--- config.mk ---
export PLATFORM = sky130hd
export DESIGN_NAME = burst_line_adaptor
export DESIGN_NICKNAME = d
export VERILOG_FILES = /design/src/rtl/burst_line_adaptor.sv
export SDC_FILE = /design/constraint.sdc
export NUM_CORES = 1
export LEC_CHECK = 0
export ABC_AREA = 1
export CORE_AREA = 3 3 279 281
export CTS_CLUSTER_DIAMETER = 50
export DETAILED_ROUTE_END_ITERATION = 12
export DIE_AREA = 0 0 282 284
export GPL_TIMING_DRIVEN = 0
export PLACE_DENSITY = 0.66
export SETUP_SLACK_MARGIN = 0.3
export SYNTH_ARGS = -nofsm -noshare
export SYNTH_HDL_FRONTEND = slang
export SYNTH_SLANG_ARGS = --single-unit
--- constraint.sdc ---
create_clock -name clk -period 2.55 [get_ports clk]
set_clock_uncertainty 0.15 [all_clocks]
set_input_delay 0.765 -clock clk [delete_from_list [all_inputs] [get_ports clk]]
set_output_delay 0.765 -clock clk [all_outputs]
set_load 0.05 [all_outputs]
--- src/rtl/burst_line_adaptor.sv ---
// LLC <-> memory burst bridge: splits write-back lines into beats and assembles read beats into lines.
// Optional posted-write mode under `ADAPTOR_POSTED_WRITE_EN` (undefined by default: writes finish through DONE).
module burst_line_adaptor #(
   parameter int LINE_W  = 256,
   parameter int BURST_W = 64,
   parameter int ADDR_W  = 32
) (
   input  logic              clk,
   input  logic              reset_n,
   input  logic [LINE_W-1:0] line_i,
   output logic [LINE_W-1:0] line_o,
   input  logic [ADDR_W-1:0] address_i,
   input  logic              read_i,
   input  logic              write_i,
   output logic              resp_o,
   input  logic [BURST_W-1:0] burst_i,
   output logic [BURST_W-1:0] burst_o,
   output logic [ADDR_W-1:0] address_o,
   output logic              read_o,
   output logic              write_o,
   input  logic              resp_i
);

   // state | meaning
   // IDLE  | waiting for an LLC request; write wins over read
   // RD    | collecting read beats from memory
   // WR    | presenting write beats to memory
   // DONE  | one-cycle completion pulse to the LLC

   localparam int BEATS = LINE_W / BURST_W;
   localparam int CNT_W = $clog2(BEATS);
   localparam int OFF_W = $clog2(LINE_W / 8);
   localparam logic [ADDR_W-1:0] ALIGN_MASK = ~((ADDR_W'(1) << OFF_W) - ADDR_W'(1));
   localparam logic [CNT_W-1:0]  LAST_BEAT  = CNT_W'(BEATS - 1);

   typedef enum logic [1:0] {IDLE, RD, WR, DONE} state_t;

   state_t             state;
   state_t             state_nxt;
   logic [CNT_W-1:0]   beat_cnt;
   logic [LINE_W-1:0]  shift_buf;
   logic               accept_wr;
   logic               accept_rd;
   logic               beat;
   logic               last_beat;

   assign accept_wr = (state == IDLE) && write_i;
   assign accept_rd = (state == IDLE) && read_i && !write_i;
   assign beat      = resp_i && ((state == RD) || (state == WR));
   assign last_beat = beat && (beat_cnt == LAST_BEAT);

   always_ff @(posedge clk or negedge reset_n) begin
      if (!reset_n) begin
         state <= IDLE;
      end else begin
         state <= state_nxt;
      end
   end

   always_comb begin
      state_nxt = state;
      case (state)
         IDLE: begin
            if (write_i) begin
               state_nxt = WR;
            end else if (read_i) begin
               state_nxt = RD;
            end
         end
         RD: begin
            if (last_beat) begin
               state_nxt = DONE;
            end
         end
         WR: begin
            if (last_beat) begin
`ifdef ADAPTOR_POSTED_WRITE_EN
               state_nxt = IDLE;
`else
               state_nxt = DONE;
`endif
            end
         end
         DONE:    state_nxt = IDLE;
         default: state_nxt = IDLE;
      endcase
   end

`ifdef ADAPTOR_POSTED_WRITE_EN
   // The LLC is released the cycle after a write is accepted; the drain continues in WR.
   logic posted_resp;

   always_ff @(posedge clk or negedge reset_n) begin
      if (!reset_n) begin
         posted_resp <= 1'b0;
      end else begin
         posted_resp <= accept_wr;
      end
   end

   always_comb begin
      read_o  = (state == RD);
      write_o = (state == WR);
      resp_o  = (state == DONE) || posted_resp;
   end
`else
   always_comb begin
      read_o  = (state == RD);
      write_o = (state == WR);
      resp_o  = (state == DONE);
   end
`endif

   // One buffer serves both directions: writes shift out at the bottom, reads shift in at the top.
   always_ff @(posedge clk or negedge reset_n) begin
      if (!reset_n) begin
         address_o <= '0;
         beat_cnt  <= '0;
         shift_buf <= '0;
         line_o    <= '0;
      end else if (accept_wr || accept_rd) begin
         address_o <= address_i & ALIGN_MASK;
         beat_cnt  <= '0;
         if (accept_wr) begin
            shift_buf <= line_i;
         end
      end else if (beat) begin
         beat_cnt  <= beat_cnt + 1'b1;
         shift_buf <= {((state == RD) ? burst_i : {BURST_W{1'b0}}), shift_buf[LINE_W-1:BURST_W]};
         if ((state == RD) && (beat_cnt == LAST_BEAT)) begin
            line_o <= {burst_i, shift_buf[LINE_W-1:BURST_W]};
         end
      end
   end

   assign burst_o = shift_buf[BURST_W-1:0];

endmodule

=== After elaboration in Yosys (flattened, before gate mapping) ===
Index checks and enable logic that the tools add are counted.

* Input port bits: 357
* Register bits after elaboration: 543
* Output and inout port bits: 355

* Muxes and demuxes: 10
* $add $sub $neg: 1
* Bitwise operators: 1
* Reduce and logical (&&, ||, !) cells: 15
* Equal/unequal tests: 7

{| class="wikitable"
|+ Operator list
! operator !! number
|-
| 2-to-1 mux 256 bit || 3
|-
| 2-to-1 mux 64 bit || 1
|-
| 2-to-1 mux 2 bit || 5
|-
| equality test 2 bit (second input constant) || 3
|-
| logical AND 1 bit || 6
|-
| one-hot mux 2 bit (3 select lines) || 1
|-
| AND reduction 2 bit || 2
|-
| != test 3 bit (second input constant) || 1
|-
| AND reduction 3 bit || 1
|-
| adder 2 x 1 -> 2 bit (second input constant) || 1
|-
| equality test 2 x 1 -> 1 bit (second input constant) || 1
|-
| zero test 2 bit || 1
|-
| logical OR 1 bit || 2
|-
| != test 2 x 1 -> 1 bit (second input constant) || 1
|-
| != test 2 bit (second input constant) || 1
|-
| nonzero test 2 bit || 1
|-
| OR reduction 2 bit || 1
|-
| zero test 1 bit || 1
|-
| inverter 1 bit || 1
|}

=== Logic depth before layout (Yosys ltp) ===
Gate-level depths: netlist of the first run.

* Word-level depth: 6
* Depth in mapped cells: 11

=== Worst setup path after synthesis of the first run ===
No wires, ideal clock.

* Path kind: flip-flop to flip-flop
* From: register state[1]
* To: register shift_buf[241]
* Path buffers: 2
* Setup slack: 456 ps
* Setup time: 66 ps
* Cell stages (with the launch flop): 11
* Data arrival time: 1878 ps
* Required time: 2334 ps
* Path through: dfrtp_1 > inv_1 > ha_1 > buf_2 > clkbuf_1 > nand2_1 > inv_1 > nand3_1 > nand2_1 > nand2_1 > nand2_1

* Elaborated cells between the ends (all ways): 15

{| class="wikitable"
|+ RTL lines
! element !! RTL line !! source
|-
| from (decl) || 38 || <nowiki>state_t state;</nowiki>
|-
| from (signal assigned) || 56 || <nowiki>state <= state_nxt;</nowiki>
|-
| equality test 2 x 1 -> 1 bit (*) || n/a ||
|-
| named net read_o || 19 || <nowiki>output logic read_o,</nowiki>
|-
| logical OR 1 bit || 49 || <nowiki>assign beat = resp_i && ((state == RD) || (state == WR));</nowiki>
|-
| logical AND 1 bit || 49 ||
|-
| nonzero test 2 bit (no source line) || n/a ||
|-
| AND reduction 2 bit (no source line) || n/a ||
|-
| to (signal assigned) || 125 || <nowiki>shift_buf <= line_i;</nowiki>
|-
| to (signal assigned) || 129 || <nowiki>shift_buf <= {((state == RD) ? burst_i : {BURST_W{1'b0}}), shift_buf[LINE_W-1:BURST_W]};</nowiki>
|-
| to (decl) || 41 || <nowiki>logic [LINE_W-1:0] shift_buf;</nowiki>
|}

The timed path passes the listed nets; every way through them passes the cells marked *. The select of a mux whose other input is x is not followed.
A chain may end at the register's enable or synchronous reset.

=== Worst setup path in the final report of the first run ===
* From: register state[1]
* To: output port write_o

* Cells in the longest elaborated chain, start to end: 1

{| class="wikitable"
|+ Ends and longest elaborated chain
! element !! RTL line !! source
|-
| equality test 2 bit || 109 || <nowiki>write_o = (state == WR);</nowiki>
|-
| to (decl) || 20 || <nowiki>output logic write_o,</nowiki>
|}

No other way between the ends.

==> results of run 1 <==
-- cells by family after synthesis --
group / count (synthesis) / synth area share
compound gates: 4 / 0.000772
buf+inv: 407 / 0.0763
flops: 543 / 0.524
fa+ha+maj: 6 / 0.00289
other cells: 1 / 0.000145
simple gates: 2479 / 0.396
-- report_power, final --
| part | switching [mW] | internal, mW |
|---|---|---|
| sequential | 2.17 | 11.4 |
| clock | 4.14 | 6.75 |
| combinational | 15.6 | 6.18 |
| total | 21.9 | 24.4 |
-- per-layer routing --
layer	GRT usage	up-vias	share of wire
li1	-	12470	-
met1	0.347	12425	0.41
met2	0.457	1070	0.47
met3	0.0634	245	0.078
met4	0.106	18	0.041
met5	0	-	0.00097
-- critical path: cells and delay by family, from the launching register on --
kind,cells,cell delay [ps]
adder cells (fa/ha/maj),1,180
buffers and inverters,2,300
flip-flops,1,410
-- area by class of cell --
cell class                 instances  share of cell area
antenna                            9            0.000620
buffer                           333              0.0584
clock buffer                      99              0.0598
clock inverter                    34              0.0116
inverter                          74             0.00771
multi-input combinational       2494               0.288
sequential                       543               0.374
tap                              978              0.0337
timing repair buffer             718               0.166
-- registers in the layout, indices dropped and copies added, names as in the netlist --
name       cells
line_o       256
shift_buf    256
address_o     27
beat_cnt       2
state          2
-- cell usage in the layout, fill, tap and decap left out, types with 8 or more instances in the layout --
master           Yosys  final
buf_6                0     33
clkbuf_2             0    304
buf_4               69    140
clkdlybuf4s15_2      0     39
buf_2              153    105
clkbuf_16            0     79
diode_2              0      9
inv_6                0      8
clkbuf_4             0     23
nand3_1            772    770
clkdlybuf4s50_1      0    349
nand2_1           1703   1695
clkbuf_8             0     14
inv_1               70     68
dfrtp_1            543    542
clkbuf_1            90     39
-- per-stage QoR --
stage / hold WS (ps) / utilization / area (um^2) / worst slack, ps / power (mW)
6_report: -3.98 / 0.480 / 36300 / 137 / 46.2
5_1_grt: 17.1 / 0.480 / 36300 / 94.2 / 48.8
4_1_cts: 1.82 / 0.489 / 37000 / 71.2 / 46.5
3_5_place_dp: 307 / 0.454 / 34300 / -988 / 36.0
3_3_place_gp: 302 / 0.452 / 34200 / -24700 / 35.8
2_1_floorplan: 307 / - / 26000 / 456 / 27.4
-- final timing paths --
check                                             from                    endpoint  slack, ps  depth (start not counted)
worst max-delay path              state[1]$_DFFE_PN0P_                     write_o        140                          3
worst min-delay path                           reset_n   shift_buf[48]$_DFFE_PN0P_         -4                          2
worst max register to register    state[0]$_DFFE_PN0P_  shift_buf[154]$_DFFE_PN0P_        290                         11
worst min register to register  line_o[97]$_DFFE_PN0P_      line_o[97]$_DFFE_PN0P_        320                          2
max in group asynchronous                      reset_n        state[0]$_DFFE_PN0P_        560                          5
min in group clk                line_o[97]$_DFFE_PN0P_      line_o[97]$_DFFE_PN0P_        320                          2
-- repair_timing --
action / in CTS / in global routing
gates cloned: 2 / 0
buffers inserted: 2 / 5
endpoints found under the hold margin: 43 / 0
gates resized for setup: 865 / 638
setup endpoints to repair: 997 / 845
pin swaps: 2 / 2
hold buffers: 3 / 0
==> impl_metrics.csv, run 1 <==
group,metric,value,unit
sta,hold_viol,1,
clocking,numCtsBuffers,76,
detailed_routing,drc,0,
yosys,seq_area_frac_synth,0.524,
floorplanning,die_w,282,um
clocking,clock_latency,600,ps
outcome,outcome,"complete, but fails checks",
detailed_routing,vias,26228,
critical_path,crit_path_max_incr_delay,410,ps
sta,fin_crit_sh,0.946,
detailed_routing,ant_nets,0,
sta,finalSetupTns,0,ps
grt,grt_usage,0.276,
critical_path,crit_path_end_kind,"primary output",
floorplanning,fp-row-count,101,
yosys,netlist.area_leader.share,0.524,
yosys,synth_warnings,0,
critical_path,criticalPathCategory,"flip-flop to primary output",
power_and_ir_drop,p_per_area,1270,nW/um^2
sta,drv_slew,0,
grt,grt_pass1_vias,25792,
clocking,htree_levels,3,
critical_path,startpoint_type,"flip-flop",
outcome,failed_checks,"negative hold slack",
critical_path,critPathMaxFanout,3,
finish,nets,4603,
clocking,cts_tree,"built",
sta,relSlewSlack,0.614,
clocking,path_clk_slew,50,ps
place,place.gp.congestion,0.918,
sta,rsz0062_at_grt,"yes",
worst_hold_path,holdCritPathClass,"input port to asynchronous set/reset pin",
yosys,synth_edf_count,0,
detailed_routing,viasPerCell,4.97,
detailed_routing,drtPass1Iterations,6,
yosys,async_flop_share,1.00,
sta,tightest_slew,580,ps
finish,multi_input_area,10500,um^2
grt,overflow,0,
critical_path,worstPathArrival,1500,ps
yosys,syn_avg_cell_area,7.54,um^2
floorplanning,fp.coreArea,75700,um^2
clocking,cts_root_buffer,"clkbuf_16",
finish,syn2layout_area_growth,40.1,%
yosys,yosysTopAreaCell,"dfrtp_1",
critical_path,worstPathRequired,1640,ps
finish,layoutNonFillerInstCount,5282,
sta,final.min_clock_period,2410,ps
critical_path,crit_chain,"buf_4 > ha_1 > buf_6",
floorplanning,io-pin-count,712,
yosys,yosys.cell_types.count,14,
place,portBuffers,701,
detailed_routing,drt-initial-drc-count,2329,
finish,fillers,7557,
grt,grt_pass1_wl,165000,um
yosys,synth_cells,3440,
yosys,synth_most_common_cell,"nand2_1",
yosys,synth_flop_cell,"dfrtp_1",
power_and_ir_drop,peakVddDrop,0.000648,V
finish,seq_area,13600,um^2
grt,grt_max_degree,101,
clocking,clock_sinks,543,
detailed_routing,wirelength,113000,um
sta,setup_violations,0,
place,placed_cells,5128,
yosys,yosys-top-cells-area,"dfrtp_1, nand2_1, nand3_1",
sta,hold_ws,-3.98,ps
grt,grt_antenna_before_repair,17,
detailed_routing,wl_per_cell,21.4,um
power_and_ir_drop,leakagePower,20.6,nW
floorplanning,design.die.area,80100,um^2
sta,fmax,414,MHz
run,max-cap-violations,0,
place,dp_hpwl,87200,um
floorplanning,dieHeight,284,um
finish,drive_above_1_share,0.189,
floorplanning,start_util,0.343,
clocking,clockBufferDepth,3,
yosys,synth_commonest_cells,"nand2_1, nand3_1, dfrtp_1, buf_2, clkbuf_1",
yosys,syn_area,25900,um^2
critical_path,cp_slowest_cell,"dfrtp_1",
yosys,synth-seq-cells,543,
No activity file was read; power rests on OpenSTA's default activity.
==> run 2, diff against run 1 <==
--- a/config.mk
+++ b/config.mk
@@ -6,12 +6,12 @@
 export NUM_CORES = 1
 export LEC_CHECK = 0
 export ABC_AREA = 1
-export CORE_AREA = 3 3 279 281
+export CORE_AREA = 3 3 275 277
 export CTS_CLUSTER_DIAMETER = 50
 export DETAILED_ROUTE_END_ITERATION = 12
-export DIE_AREA = 0 0 282 284
+export DIE_AREA = 0 0 278 280
 export GPL_TIMING_DRIVEN = 0
-export PLACE_DENSITY = 0.66
+export PLACE_DENSITY = 0.68
 export SETUP_SLACK_MARGIN = 0.3
 export SYNTH_ARGS = -nofsm -noshare
 export SYNTH_HDL_FRONTEND = slang
==> impl_metrics.csv, run 2 (synthesis gave the netlist of run 1 again) <==
group,metric,value,unit
sta,hold_ws,35.7,ps
critical_path,reg2reg_slack,260,ps
floorplanning,die_w,278,um
critical_path,rr_worst_depth,10,
sta,fmax,420,MHz
clocking,clock_sinks,543,
sta,rsz0062_at_grt,"yes",
critical_path,worstPathArrival,1470,ps
clocking,cts_tree,"built",
detailed_routing,drc,0,
sta,setup_violations,0,
floorplanning,fp.coreArea,73100,um^2
finish,syn2layout_area_growth,39.6,%
power_and_ir_drop,swShare,0.474,
critical_path,endpoint,"read_o",
detailed_routing,drtPass1Iterations,5,
clocking,path_clk_slew,60,ps
floorplanning,io-pin-count,712,
detailed_routing,viasPerCell,4.99,
sta,final.min_clock_period,2380,ps
sta,hold_viol,0,
place,portBuffers,701,
power_and_ir_drop,finalPower,46.6,mW
floorplanning,fp-row-count,99,
grt,grt_pass1_wl,165000,um
power_and_ir_drop,power.internal,24.5,mW
place,place.gp.congestion,0.928,
outcome,outcome,"complete, no violations",
power_and_ir_drop,p_seq_frac,0.291,
floorplanning,design.die.area,77800,um^2
sta,relSlewSlack,0.372,
detailed_routing,wirelength,112000,um
power_and_ir_drop,p_per_area,1290,nW/um^2
grt,overflow,0,
grt,grt_usage,0.281,
finish,fillers,7441,
run,max-cap-violations,0,
critical_path,rr_startpoint,"state[1]$_DFFE_PN0P_",
finish,final_util,0.496,
clocking,ctsHoldBuffers,0,
power_and_ir_drop,leakagePower,20.8,nW
finish,top_regs,"line_o (256), shift_buf (256), address_o (27)",
place,dp_hpwl,86100,um
clocking,cts_root_buffer,"clkbuf_16",
clocking,numCtsBuffers,79,
power_and_ir_drop,pwr-share-comb,0.469,
finish,nets,4602,
sta,drv_slew,0,
power_and_ir_drop,peakVddDrop,0.000881,V
critical_path,worstPathRequired,1640,ps
grt,grt_pass1_vias,26341,
power_and_ir_drop,p_switching,22.1,mW
sta,finalSetupTns,0,ps
finish,drive_above_1_share,0.189,
finish,layout_commonest_cell,"nand2_1",
critical_path,crit_start,"state[0]$_DFFE_PN0P_",
detailed_routing,vias,26293,
critical_path,critPathMaxFanout,3,
clocking,clock_latency,610,ps
grt,grt_max_degree,120,
worst_hold_path,holdCritPathClass,"input port to asynchronous set/reset pin",
clocking,clockBufferDepth,3,
finish,final_cell_mix,"nand2_1, nand3_1, dfrtp_1",
sta,fin_crit_sh,0.935,
critical_path,criticalPathCategory,"flip-flop to primary output",
critical_path,r2r_end,"shift_buf[243]$_DFFE_PN0P_",
detailed_routing,ant_nets,0,
detailed_routing,wl_per_cell,21.4,um
critical_path,crit_path_end_kind,"primary output",
critical_path,startpoint_type,"flip-flop",
detailed_routing,drt-initial-drc-count,2094,
clocking,htree_levels,3,
floorplanning,dieHeight,280,um
grt,grt_antenna_before_repair,10,
sta,tightest_slew,941,ps
power_and_ir_drop,clkPwrFrac,0.240,
floorplanning,start_util,0.355,
run 2: layout make-up:
| type | instances | area, um^2 | area share |
|---|---|---|---|
| flip-flops and latches | 543 | 13600 | 0.375 |
| multi-input cells | 2494 | 10500 | 0.289 |
| repair buffers | 714 | 5890 | 0.162 |
| clock buffers | 103 | 2190 | 0.0605 |
| plain buffers | 333 | 2140 | 0.0590 |
| well taps | 959 | 1200 | 0.0331 |
| clock inverters | 44 | 484 | 0.0134 |
| inverters | 74 | 278 | 0.00767 |
| diodes | 3 | 7.51 | 0.000207 |
run 2: worst min-delay path by stage:
stage                            startpoint                         to  slack, ps
floorplan           beat_cnt[1]$_DFFE_PN0P_    beat_cnt[1]$_DFFE_PN0P_        310
global placement    line_o[224]$_DFFE_PN0P_    line_o[224]$_DFFE_PN0P_        300
detailed placement  line_o[230]$_DFFE_PN0P_    line_o[230]$_DFFE_PN0P_        310
CTS                                 reset_n  shift_buf[42]$_DFFE_PN0P_         80
global route                        reset_n  shift_buf[49]$_DFFE_PN0P_         90
finish                              reset_n  shift_buf[48]$_DFFE_PN0P_         40
run 2: timing repair:
| item | in CTS | in global routing |
|---|---|---|
| gates resized for setup | 1146 | 983 |
| endpoints found under the setup margin | 877 | 876 |
| setup buffers | 2 | 7 |
| pin swaps | 2 | 2 |
| gates cloned | 0 | 0 |
run 2: critical path: stages (launching register included):
cell and delay, ps:
dfrtp_1 410, buf_6 140, ha_4 160, buf_8 140
run 2: layer usage:
layer | global-route usage | share of wire | up-vias
met5 | 0 | 0.00071 | -
met4 | 0.102 | 0.039 | 10
met3 | 0.0643 | 0.074 | 236
met2 | 0.479 | 0.48 | 1053
met1 | 0.350 | 0.41 | 12511
li1 | - | - | 12483
run 2: power groups by stage:
stage / clock network [mW] / registers (mW) / logic (mW)
floorplan: 0 / 17.2 / 10.2
global placement: 0 / 13.6 / 22.1
detailed placement: 0 / 13.6 / 22.3
CTS: 11.3 / 13.5 / 22.2
global route: 11.6 / 13.9 / 23.7
finish: 11.2 / 13.6 / 21.9
run 2: stage by stage:
stage	cell area, um^2	setup WS (ps)	instances
after floorplan	26000	456	3444
after global placement	34200	-24650	5104
after detailed placement	34300	-949	5108
after CTS	37500	132	5257
after global routing	36200	127	5266
final	36200	167	5267
